--- src/rtl/fp16_add_responder.sv ---
// fp16_add_responder: fixed-function responder for the start/done float-add mailbox.
// After start falls it reads two binary16 operands (bytes 128..131, MSB first)
// over a synchronous byte port. It adds their magnitudes with truncation and
// writes the 16-bit result to bytes 132/133. It then holds done until start rises.
// Ports:
//   clk        in   rising-edge clock
//   reset      in   synchronous, active-high reset
//   start      in   request level; a high-to-low transition launches one operation
//   done       out  registered completion flag
//   mem_addr   out  8-bit byte address (holds its last value when idle)
//   mem_wr_en  out  one-cycle write strobe per result byte
//   mem_wdata  out  write data, valid with mem_wr_en
//   mem_rdata  in   read data, valid one cycle after its address
module fp16_add_responder (
    input  logic       clk,
    input  logic       reset,
    input  logic       start,
    output logic       done,
    output logic [7:0] mem_addr,
    output logic       mem_wr_en,
    output logic [7:0] mem_wdata,
    input  logic [7:0] mem_rdata
);
    localparam int unsigned AW = 8;
    localparam int unsigned EW = 5;
    localparam int unsigned MW = 11;
    localparam logic [AW-1:0] OP_BASE  = AW'(128);
    localparam logic [AW-1:0] RES_BASE = AW'(132);

    typedef enum logic [3:0] {
        S_IDLE, S_ARMED, S_RD0, S_RD1, S_RD2, S_RD3, S_RD4,
        S_ALIGN, S_ADD, S_NORM, S_WR0, S_WR1, S_DONE
    } state_t;

    state_t state_q, state_d;

    logic [AW-1:0] addr_q, addr_d;
    logic [7:0]    wdata_q, wdata_d;
    logic          wr_en_q, wr_en_d;
    logic          done_q, done_d;

    // flt2's sign never affects the result, so only its 15 magnitude bits are kept
    logic [15:0]   flt1_q;
    logic [14:0]   flt2_q;
    logic          sign_q;
    logic [EW-1:0] exp_q;
    logic [MW-1:0] big_m_q, small_m_q;
    logic [MW:0]   sum_q;
    logic [15:0]   res_q;

    logic [EW-1:0] e1_c, e2_c, diff_c;
    logic [MW-1:0] m1_c, m2_c;
    logic          flt1_big_c;
    logic [EW:0]   exp_n_c;
    logic [9:0]    frac_c;
    logic [15:0]   res_c;

    // State register
    always_ff @(posedge clk) begin
        if (reset) state_q <= S_IDLE;
        else       state_q <= state_d;
    end

    // Next-state logic
    always_comb begin
        state_d = state_q;
        case (state_q)
            S_IDLE:  if (start)  state_d = S_ARMED;
            S_ARMED: if (!start) state_d = S_RD0;
            S_RD0:   state_d = S_RD1;
            S_RD1:   state_d = S_RD2;
            S_RD2:   state_d = S_RD3;
            S_RD3:   state_d = S_RD4;
            S_RD4:   state_d = S_ALIGN;
            S_ALIGN: state_d = S_ADD;
            S_ADD:   state_d = S_NORM;
            S_NORM:  state_d = S_WR0;
            S_WR0:   state_d = S_WR1;
            S_WR1:   state_d = S_DONE;
            S_DONE:  if (start)  state_d = S_ARMED;
            default: state_d = S_IDLE;
        endcase
    end

    // Output logic, decoded from the next state so the ports come straight off flops
    always_comb begin
        addr_d  = addr_q;
        wdata_d = wdata_q;
        wr_en_d = 1'b0;
        done_d  = 1'b0;
        case (state_d)
            S_RD0: addr_d = OP_BASE;
            S_RD1: addr_d = OP_BASE + AW'(1);
            S_RD2: addr_d = OP_BASE + AW'(2);
            S_RD3: addr_d = OP_BASE + AW'(3);
            S_WR0: begin
                // entered only from NORM, so res_c is the fresh result
                addr_d  = RES_BASE;
                wr_en_d = 1'b1;
                wdata_d = res_c[15:8];
            end
            S_WR1: begin
                addr_d  = RES_BASE + AW'(1);
                wr_en_d = 1'b1;
                wdata_d = res_q[7:0];
            end
            S_DONE:  done_d = 1'b1;
            default: ;
        endcase
    end

    // Output registers
    always_ff @(posedge clk) begin
        if (reset) begin
            addr_q  <= '0;
            wdata_q <= '0;
            wr_en_q <= 1'b0;
            done_q  <= 1'b0;
        end else begin
            addr_q  <= addr_d;
            wdata_q <= wdata_d;
            wr_en_q <= wr_en_d;
            done_q  <= done_d;
        end
    end

    assign mem_addr  = addr_q;
    assign mem_wdata = wdata_q;
    assign mem_wr_en = wr_en_q;
    assign done      = done_q;

    // Unpack: a zero exponent field means no hidden bit and effective exponent 1
    always_comb begin
        e1_c       = (flt1_q[14:10] == '0) ? EW'(1) : flt1_q[14:10];
        e2_c       = (flt2_q[14:10] == '0) ? EW'(1) : flt2_q[14:10];
        m1_c       = {(flt1_q[14:10] != '0), flt1_q[9:0]};
        m2_c       = {(flt2_q[14:10] != '0), flt2_q[9:0]};
        flt1_big_c = (e1_c >= e2_c);
        diff_c     = flt1_big_c ? (e1_c - e2_c) : (e2_c - e1_c);
    end

    // Normalize: a carry drops the LSB and bumps the exponent.
    // With no carry and no bit 10, the big operand was subnormal, so the field is 0.
    always_comb begin
        if (sum_q[MW]) begin
            frac_c  = sum_q[10:1];
            exp_n_c = {1'b0, exp_q} + (EW+1)'(1);
        end else begin
            frac_c  = sum_q[9:0];
            exp_n_c = sum_q[MW-1] ? {1'b0, exp_q} : '0;
        end
        if (exp_n_c >= (EW+1)'(31)) res_c = {sign_q, 5'h1F, 10'h000};
        else                        res_c = {sign_q, exp_n_c[EW-1:0], frac_c};
    end

    // Datapath: operand capture, align, add, normalize
    always_ff @(posedge clk) begin
        if (reset) begin
            flt1_q    <= '0;
            flt2_q    <= '0;
            sign_q    <= 1'b0;
            exp_q     <= '0;
            big_m_q   <= '0;
            small_m_q <= '0;
            sum_q     <= '0;
            res_q     <= '0;
        end else begin
            case (state_q)
                S_RD1: flt1_q[15:8] <= mem_rdata;
                S_RD2: flt1_q[7:0]  <= mem_rdata;
                S_RD3: flt2_q[14:8] <= mem_rdata[6:0];
                S_RD4: flt2_q[7:0]  <= mem_rdata;
                S_ALIGN: begin
                    sign_q <= flt1_q[15];
                    // shifts of 11 or more leave the small mantissa zero
                    if (flt1_big_c) begin
                        exp_q     <= e1_c;
                        big_m_q   <= m1_c;
                        small_m_q <= m2_c >> diff_c;
                    end else begin
                        exp_q     <= e2_c;
                        big_m_q   <= m2_c;
                        small_m_q <= m1_c >> diff_c;
                    end
                end
                S_ADD:  sum_q <= {1'b0, big_m_q} + {1'b0, small_m_q};
                S_NORM: res_q <= res_c;
                default: ;
            endcase
        end
    end
endmodule

--- config.mk ---
export PLATFORM = sky130hd
export DESIGN_NAME = fp16_add_responder
export DESIGN_NICKNAME = d
export VERILOG_FILES = /design/src/rtl/fp16_add_responder.sv
export SDC_FILE = /design/constraint.sdc
export NUM_CORES = 1
export LEC_CHECK = 0
export BUFFER_PORTS_ARGS = -buffer_cell sky130_fd_sc_hd__buf_2
export CAP_MARGIN = 30
export CORE_UTILIZATION = 30
export DETAILED_ROUTE_END_ITERATION = 7
export HOLD_SLACK_MARGIN = 0.02
export PLACE_DENSITY = 0.52
export SLEW_MARGIN = 20
export SYNTH_ARGS = -nofsm -noshare
export SYNTH_HDL_FRONTEND = slang
export SYNTH_SLANG_ARGS = --single-unit
--- constraint.sdc ---
create_clock -name clk -period 6.8 [get_ports clk]
set_clock_uncertainty 0.15 [all_clocks]
set_input_delay 1.02 -clock clk [delete_from_list [all_inputs] [get_ports clk]]
set_output_delay 1.02 -clock clk [all_outputs]
set_load 0.02 [all_outputs]
==> results.md, run 1 <==
- Status: finished clean
- Pwr per Cell Area: slightly above 200 nW/µm²
- Fraction of registers with async set/reset: 0%
- Hold WC Path Type: register to register
- FF+latch count, synth: 97
- TNS Setup: 0 ns
- Vias in the first global route: roughly 4,400
- Synth unique cells: 59
- Flop-to-flop setup slack: 2.18 ns
- Maxcap violations: 0
- Most common cell after layout, fill and taps aside: nand2_1
- Half-perimeter wire length after detailed placement: 10,870 µm
- DR WL/cell: about 16 µm
- Final WS setup: between 2 and 2.5 ns
- Synth top area share: 35.89%
- Crit path max-delay family: simple AND/OR/NAND/NOR gates
- Crit share post-route: approximately two thirds
- First-pass GRT wire length: 23,480 µm
- Syn Area/Cell: slightly above 8 µm²
- Synth area leaders: dfxtp_1 36%, nand2_1 10%, a21oi_1 5.6%
- Worst path required time: 6.92 ns
- CP Capture Type: register
- I/O Buffers: 24
- H-tree levels: 3
- LEAKAGE: approximately 2.1 nW
- Sequential share of the synthesized area: a little over a third
- Setup crit start kind: register
- Rel. slew slack: a little under 40%
- Post-detailed-route count of antenna-violating nets: 0
- Slew @ Worst Pin: ~0.90 ns
- CP Data Arrival Time: approximately 4.7 ns
- Hold_sp: small_m_q[10]
- R2r endpoint: small_m_q[0]
- Top FF cell, synth: dfxtp_1
- DR iter-0 viols: approximately 400
- Initial antenna violation count: 0
- Net count, final: ~700
- GP Congestion: about 0.91
- Fraction of layout cells with a size suffix above 1: between 10% and 20%
- Most frequent cells in the layout: 146 x nand2_1, 97 x dfxtp_1, 65 x nor2_1
- Post-CTS setup buffers: 0
- Yosys top cell by area: dfxtp_1
- Worst r2r src: flt1_q[11]
- Pin count of the biggest net entering global routing: 80
- CP Cell Sequence: or4_1 > nor2_1 > nor2_1 > inv_1 > ha_1 > nand4_2 > and2_4 > a21o_1 > mux2i_4 > xor2_1 > nand2b_1 > nand2b_1 > a311oi_2
- Post-Synthesis Cells: between 600 and 700
- Number of synthesized flops with an enable pin: 0
- CP peak stage delay: 0.67 ns
- Post-cts resize count: 0
- Power, Total: approximately 1.2 mW
- FMAX: 216.2 MHz
- Core area: approximately 17,000 µm²
- # diodes: 0
- FF-to-FF path depth: 13
- Die Ht: approximately 140 µm
- Vias per cell: between 5 and 6
- Sink Count: between 90 and 100
- Total Routing Usage GR: approximately 16%
- 1st-pass router iterations: 5
- Yosys Warn Count: 0
- Crit path max fanout: 18
- Total wire length: ~14,000 µm
- Die area: 18,580 µm²
- Fin. Hold Viols: 0
- DRC Markers: 0
- Worst Path Buf+Inv: 1
- Initial Utilization: 30.96%
- Minimum clock period: 4.625 ns
- WHS: between 0.3 and 0.4 ns
- DR vias: about 4,700
- Syn-to-layout area delta: 9.181%
- CP max stage cell: xor2_1
- CTS tree: done
- Die width: roughly 140 µm
- Clock buffer depth: 2
- Final Slew Violations: 0
- Final Setup Violations: 0
- Clk_lat worst skew: 0.36 ns
- RSZ-0062 raised after global routing: false
- Mapped Area: between 5000 and 6000 µm²
- GRT overflow: 0
- Cell row count: 48
- Clk slew on worst S/H paths: 0.07 ns
- Min-Delay Path Depth: 2
- CTS Buf Count: 9
- Kind of critical path: register to register
- Maximum VDD drop: approximately 0.12 mV
- I/O Pins: 29
- CTS root buffer: clkbuf_16
- Post-CTS Hold Fix Bufs: 0
- Worst Hold Path EP: small_m_q[10]
- Post-place setup slack: ~2.2 ns
layer usage:
| metal | vias up | global-route usage, % | part of all wire [%] | wire length (µm) |
|---|---|---|---|---|
| met3 | 17 | 2.685 | 3.3 | 468 |
| met1 | 2234 | 22.11 | 48 | 6941 |
| met2 | 100 | 26.06 | 46 | 6650 |
| li1 | 2319 | - | - | - |
| met5 | - | 0 | 0 | 0 |
| met4 | 0 | 5.617 | 1.9 | 270 |
cell type report:
type                    count  area [µm²]
flip-flops and latches     97        1942
clock buffers               9       225.2
repair buffers             30       160.2
well taps                 225       281.5
clock inverters             7       60.06
inverters                  20       75.07
multi-input cells         504        3163
fillers                  1809       11570
cells in the mapped netlist, types with 6 or more instances:
master    instances
nand2_1         146
dfxtp_1          97
nor2_1           66
a21oi_1          61
clkbuf_1         35
mux2i_1          30
ha_1             21
inv_1            20
nor3_1           19
o21ai_0          18
a311oi_1         16
a31oi_1           9
mux4_2            9
nand2b_1          9
nand3_1           9
nor2b_1           6
xnor2_1           6
power by group:
part           switching [mW]  internal (mW)
combinational          0.0692         0.0371
clock                   0.245          0.256
sequential            0.00826          0.573
total                   0.323          0.865
cell families (layout without fill, tap and decap cells):
logic type               after synthesis  after routing  synth area share, %
adder cells (fa/ha/maj)               24             24                5.967
other                                  1              4              0.06931
buffers and inverters                 70             66                5.897
AO/OA/AOI/OAI                        148            148                17.95
multiplexers                          44             44                10.96
XOR/XNOR                              10             10                1.619
AND/OR/NAND/NOR                      274            274                21.65
flip-flops                            97             97                35.89
worst max path at each step:
stage / from / to / slack (ns) / depth (start not counted)
floorplan: flt2_q[12] / small_m_q[3] / 3.46 / 13
global placement: flt1_q[11] / small_m_q[0] / 2.33 / 13
global route: flt1_q[11] / small_m_q[0] / 1.80 / 13
finish: flt1_q[11] / small_m_q[0] / 2.18 / 13
detailed placement: flt1_q[11] / small_m_q[0] / 2.22 / 13
CTS: flt1_q[11] / small_m_q[0] / 2.20 / 13
registers in the layout, summed over array words and instances, names as in the netlist, 5 cells and up:
signal and cells:
flt1_q 16, flt2_q 15, sum_q 12, big_m_q 11
small_m_q 11, mem_wdata 8, res_q 8, exp_q 5
through the flow:
stage                     instances  cell area, µm²  utilization, %
after CTS                       891            5902           33.77
after floorplan                 671            5421               -
after detailed placement        875            5617           32.14
final                           892            5907           33.80
after global placement          874            5612           32.11
after global routing            892            5907           33.80
tightest hold or removal path, delay by kind of cell, from the launching register on:
| family | cells | cell delay (ns) |
|---|---|---|
| flip-flops | 1 | 0.32 |
| AND/OR/NAND/NOR | 1 | 0.05 |
| AO/OA/AOI/OAI | 1 | 0.05 |
Note: power is estimated with default switching activity, not from simulation.
==> run 2: changes to the inputs <==
--- a/config.mk
+++ b/config.mk
@@ -10,7 +10,7 @@
 export CORE_UTILIZATION = 30
 export DETAILED_ROUTE_END_ITERATION = 7
 export HOLD_SLACK_MARGIN = 0.02
-export PLACE_DENSITY = 0.52
+export PLACE_DENSITY = 0.54
 export SLEW_MARGIN = 20
 export SYNTH_ARGS = -nofsm -noshare
 export SYNTH_HDL_FRONTEND = slang
==> constraint.sdc (replaced) <==
create_clock -name clk -period 3.8 [get_ports clk]
set_clock_uncertainty 0.15 [all_clocks]
set_input_delay 0.57 -clock clk [delete_from_list [all_inputs] [get_ports clk]]
set_output_delay 0.57 -clock clk [all_outputs]
set_load 0.02 [all_outputs]
==> results.md, run 2 (same netlist as run 1, synthesis figures left out) <==
- Power, Total: 2.293 mW (+93%)
- DR vias: 4,592 (-1.7%)
- # diodes: 0 (unchanged)
- Clk slew on worst S/H paths: 0.07 ns (about the same)
- I/O Buffers: 24 (unchanged)
- CTS root buffer: clkbuf_16
- Top Registers: flt1_q x16, flt2_q x15, sum_q x12
- Worst r2r src: flt2_q[13]
- TNS Setup: 0 ns (unchanged)
- Status: finished clean
- Core area: 17,480 µm² (unchanged)
- Final Slew Violations: 0 (unchanged)
- Fraction of layout cells with a size suffix above 1: 11.78% (+1.4 points)
- CTS tree: done
- Most frequent cells in the layout: 146 x nand2_1, 97 x dfxtp_1, 65 x nor2_1
- Vias per cell: 5.080 (-3.0%)
- DRT met1 WL: 6872 µm (-0.99%)
- Setup crit start kind: register
- Setup crit start: flt2_q[13]
- Cell row count: 48 (unchanged)
- Largest register FFs: 16 (unchanged)
- Sink Count: 97 (unchanged)
- Largest Register: flt1_q
- Met2 WL: 6420 µm (-3.5%)
- Initial Utilization: 30.96% (unchanged)
- Maxcap violations: 0 (unchanged)
- Pwr per Cell Area: 378.3 nW/µm² (+88%)
- Crit path max fanout: 8 (-10)
- Worst path required time: 3.89 ns (-3.03 ns)
- Flop-to-flop setup slack: 0.23 ns (-1.94 ns)
- Fin. Hold Viols: 0 (unchanged)
- Pin count of the biggest net entering global routing: 54 (-33%)
- Syn-to-layout area delta: 12.00%
- Final Setup Violations: 0 (unchanged)
- 1st-pass router iterations: 4 (-1)
- Half-perimeter wire length after detailed placement: 10,530 µm (-3.1%)
- Die width: 136.3 µm (unchanged)
- Highest Signal Layer: met4
- Initial antenna violation count: 0 (unchanged)
- GP Congestion: 0.8186 (-9.9%)
- Total wire length: 13,920 µm (-2.8%)
- WHS: 0.3069 ns (+0.0002580 ns)
- Crit share post-route: 93.89% (+26 points)
- Post-CTS setup buffers: 0 (unchanged)
- RSZ-0062 raised after global routing: false
- Core Util, Final: 34.67% (+0.87 points)
- LEAKAGE: 2.181 nW (+3.9%)
- CTS Buf Count: 9 (unchanged)
- H-tree levels: 3 (unchanged)
- Die Ht: 136.3 µm (unchanged)
- DRC Markers: 0 (unchanged)
- Hold WC Path Type: register to register
- Filler Cell Count: 1,864 (+3.0%)
- FMAX: 280.3 MHz (+30%)
- Post-detailed-route count of antenna-violating nets: 0 (unchanged)
- First-pass GRT wire length: 22,760 µm (-3.1%)
- Final instance area: 6060 µm² (+2.6%)
- Minimum clock period: 3.568 ns (-1.057 ns)
- CP Capture Type: register
- Die area: 18,580 µm² (unchanged)
- Vias in the first global route: 4,287 (-3.5%)
- Slew @ Worst Pin: 1.032 ns (+0.1293 ns)
- Total Routing Usage GR: 15.95% (-0.37 points)
- Rel. slew slack: 29.41% (-10 points)
- GRT overflow: 0 (unchanged)
- Met3 WL post-DR: 444 µm (-5.1%)
- Clock buffer depth: 2 (unchanged)
- Placed cell area: 5699 µm² (+1.5%)
- Kind of critical path: register to register
- Hold_sp: small_m_q[10]
- Net count, final: 709 (+1.7%)
- CP Data Arrival Time: 3.66 ns (-1.08 ns)
- Most common cell after layout, fill and taps aside: nand2_1
- Clk_lat worst skew: 0.35 ns (about the same)
- DR iter-0 viols: 268 (-34%)
- I/O Pins: 29 (unchanged)
- Maximum VDD drop: 0.3292 mV (+180%)
- DR WL/cell: 15.40 µm (-4.1%)
==> run 2: changes by cell type in the layout (fill, tap and decap cells not counted), sizes merged <==
cell and change:
clkinvlp +1, inv -3, bufinv +3, clkbuf +1
clkinv -2, buf +12
==> run 2: area by class of cell <==
class	instances	area, µm²	share of cell area [%]
inverters	20	75.07	1.239
flip-flops and latches	97	1942	32.05
repair buffers	42	254.0	4.192
multi-input cells	504	3163	52.20
well taps	225	281.5	4.646
clock buffers	10	229.0	3.779
clock inverters	6	115.1	1.900
==> run 2: worst max-delay path, cell delays in order (launching register included) <==
cell and delay [ns]:
dfxtp_1 0.35, or4_1 0.50, nor2_1 0.18, nor2_1 0.09
ha_1 0.31, nand4_2 0.10, and2_4 0.20, a21oi_2 0.27
buf_4 0.23, mux4_2 0.51, mux2i_1 0.23, nand2_1 0.08
a32o_1 0.25
==> run 2: stage by stage <==
stage	setup slack (ns)	instances
after floorplan	0.4623	671
after global placement	0.2652	885
after detailed placement	0.2202	886
after CTS	0.1851	902
after global routing	0.01005	904
final	0.2320	904
==> run 2: metal layers <==
metal,up-vias,global-route usage [%]
li1,2337,-
met1,2166,21.95
met2,78,24.93
met3,11,2.834
met4,0,5.370
met5,-,0
==> run 2: power by group <==
group	switching, mW	internal [mW]	leakage [nW]
registers	0.0145	1.03	0.782
logic	0.126	0.0721	1.24
clock network	0.408	0.647	0.163
==> run 2: path summary, 6_finish.rpt <==
kind	to	cells after the start
setup / recovery	small_m_q[6]	12
hold / removal	small_m_q[10]	2
setup reg to reg	small_m_q[6]	12
hold reg to reg	small_m_q[10]	2
==> run 2: what timing repair did <==
item,CTS,global route
resized for setup,0,1
hold buffers,0,0
endpoints found under the setup margin,0,2
==> run 3: changes to the inputs <==
--- a/config.mk
+++ b/config.mk
@@ -6,8 +6,8 @@
 export NUM_CORES = 1
 export LEC_CHECK = 0
 export BUFFER_PORTS_ARGS = -buffer_cell sky130_fd_sc_hd__buf_2
-export CAP_MARGIN = 30
 export CORE_UTILIZATION = 30
+export CTS_BUF_LIST = sky130_fd_sc_hd__clkbuf_4 sky130_fd_sc_hd__clkbuf_8
 export DETAILED_ROUTE_END_ITERATION = 7
 export HOLD_SLACK_MARGIN = 0.02
 export PLACE_DENSITY = 0.54
==> results.md, run 3 (same netlist as run 1, synthesis figures left out) <==
- Status: finished clean
- Syn-to-layout area delta: 9.644%
- Crit share post-route: 94.20% (+0.30 points)
- Non-filler cells, final: 901 (-0.33%)
- DRC Markers: 0 (unchanged)
- Clk slew on worst S/H paths: 0.09 ns (+0.02 ns)
- Worst r2r src: flt2_q[13]
- DR vias: 4,610 (+0.39%)
- Pin count of the biggest net entering global routing: 54 (unchanged)
- Fin. Hold Viols: 0 (unchanged)
- Maximum VDD drop: 0.2494 mV (-24%)
- 1st-pass router iterations: 5 (+1)
- FMAX: 279.4 MHz (-0.32%)
- Kind of critical path: register to register
- GRT overflow: 0 (unchanged)
- Cell row count: 48 (unchanged)
- Die width: 136.3 µm (unchanged)
- Die area: 18,580 µm² (unchanged)
- CP Data Arrival Time: 3.72 ns (+0.06 ns)
- Final Slew Violations: 0 (unchanged)
- Worst path required time: 3.94 ns (+0.05 ns)
- Half-perimeter wire length after detailed placement: 10,450 µm (-0.73%)
- Min-Delay Path Depth: 3 (+1)
- Slew @ Worst Pin: 0.9618 ns (-0.07039 ns)
- GP Congestion: 0.8186 (unchanged)
- Total wire length: 13,880 µm (-0.34%)
- CTS root buffer: clkbuf_8
- Initial Utilization: 30.96% (unchanged)
- Post-place setup slack: 0.2362 ns (+0.01594 ns)
- Post-detailed-route count of antenna-violating nets: 0 (unchanged)
- # diodes: 0 (unchanged)
- First-pass GRT wire length: 22,440 µm (-1.4%)
- Flop-to-flop setup slack: 0.22 ns (about the same)
- Setup crit start kind: register
- Top Registers: flt1_q x16, flt2_q x15, sum_q x12
- TNS Setup: 0 ns (unchanged)
- Post-CTS setup buffers: 0 (unchanged)
- Post-CTS Hold Fix Bufs: 0 (unchanged)
- Vias per cell: 5.117 (+0.73%)
- Most common cell after layout, fill and taps aside: nand2_1
- I/O Buffers: 24 (unchanged)
- Final WS setup: 0.2205 ns (-0.01146 ns)
- LEAKAGE: 2.118 nW (-2.9%)
- Rel. slew slack: 34.22% (+4.8 points)
- Crit path max fanout: 8 (unchanged)
- Pwr per Cell Area: 339.1 nW/µm² (-10%)
- Clock buffer depth: 2 (unchanged)
- Hold WC Path Type: primary input to register
- DR iter-0 viols: 303 (+13%)
- RSZ-0062 raised after global routing: false
- Vias in the first global route: 4,300 (+0.30%)
- R2r endpoint: small_m_q[6]
- Net count, final: 706 (-0.42%)
- Hold_sp: mem_rdata[7]
- Maxcap violations: 0 (unchanged)
- Clk_lat worst skew: 0.39 ns (+0.04 ns)
- H-tree levels: 3 (unchanged)
- Final Setup Violations: 0 (unchanged)
- CTS Buf Count: 9 (unchanged)
- Worst Hold Path EP: flt1_q[15]
- Minimum clock period: 3.579 ns (+0.01146 ns)
- Fraction of layout cells with a size suffix above 1: 11.69% (-0.096 points)
- Most frequent cells in the layout: 146 x nand2_1, 97 x dfxtp_1, 65 x nor2_1
- Total Routing Usage GR: 15.81% (-0.14 points)
- CTS tree: done
- I/O Pins: 29 (unchanged)
- CP Capture Type: register
- Largest register FFs: 16 (unchanged)
- Sink Count: 97 (unchanged)
- FF-to-FF path depth: 12 (unchanged)
- Die Ht: 136.3 µm (unchanged)
- Initial antenna violation count: 0 (unchanged)
- Dpl cells: 885 (-0.11%)
- Largest Register: flt1_q
- Core area: 17,480 µm² (unchanged)
- DR WL/cell: 15.40 µm (about the same)
-- run 3: cell types whose count changed in the layout (fill, tap and decap cells not counted), sizes merged --
cell    change
clkbuf      +2
bufinv      -1
buf         -3
inv         -1
-- run 3: stage by stage --
stage               total power, mW  hold WS, ns  cell area, µm²  utilization [%]
global placement              1.261       0.2962            5694            32.58
global route                  2.104       0.2724            5932            33.94
floorplan                     1.216       0.2697            5421                -
CTS                           2.033       0.2766            5923            33.89
detailed placement            1.260       0.2975            5694            32.58
finish                        2.012       0.2942            5932            33.94
-- run 3: cell type report --
type,count,area (µm²)
well taps,225,281.5
multi-input cells,504,3168
inverters,20,75.07
flip-flops and latches,97,1942
clock buffers,12,152.6
repair buffers,39,236.5
fillers,1880,11540
clock inverters,4,76.32
-- run 3: critical path, cell delays in order (launching register included) --
cell,delay [ns]
dfxtp_1,0.36
or4_1,0.51
nor2_1,0.17
nor2_1,0.09
ha_1,0.31
nand4_2,0.11
and2_4,0.20
a21oi_2,0.28
buf_4,0.23
mux4_2,0.51
mux2i_1,0.23
nand2_1,0.09
a32o_1,0.25
-- run 3: where the power goes --
group / switching, mW / internal (mW) / total [mW]
registers: 0.0150 / 1.02 / 1.04
clock network: 0.370 / 0.405 / 0.775
logic: 0.125 / 0.0719 / 0.197
-- run 3: repair_timing --
action / in CTS / in global routing
setup endpoints to repair: 0 / 3
resized for setup: 0 / 1
endpoints found under the hold margin: 0 / 0
-- run 3: how the worst max path moves through the flow --
stage	to	startpoint
5_1_grt	small_m_q[0]	flt2_q[13]
6_report	small_m_q[6]	flt2_q[13]
3_3_place_gp	small_m_q[5]	flt2_q[13]
2_1_floorplan	small_m_q[3]	flt2_q[12]
4_1_cts	small_m_q[5]	flt2_q[13]
3_5_place_dp	small_m_q[5]	flt2_q[13]
-- run 3: layer usage --
layer | vias up | wire length [µm] | global-route usage (%) | part of all wire (%)
met4 | 0 | 412 | 5.741 | 3.0
met2 | 114 | 6062 | 24.25 | 44
met1 | 2128 | 6789 | 21.06 | 49
met5 | - | 0 | 0 | 0
li1 | 2343 | - | - | -
met3 | 25 | 611 | 4.288 | 4.4
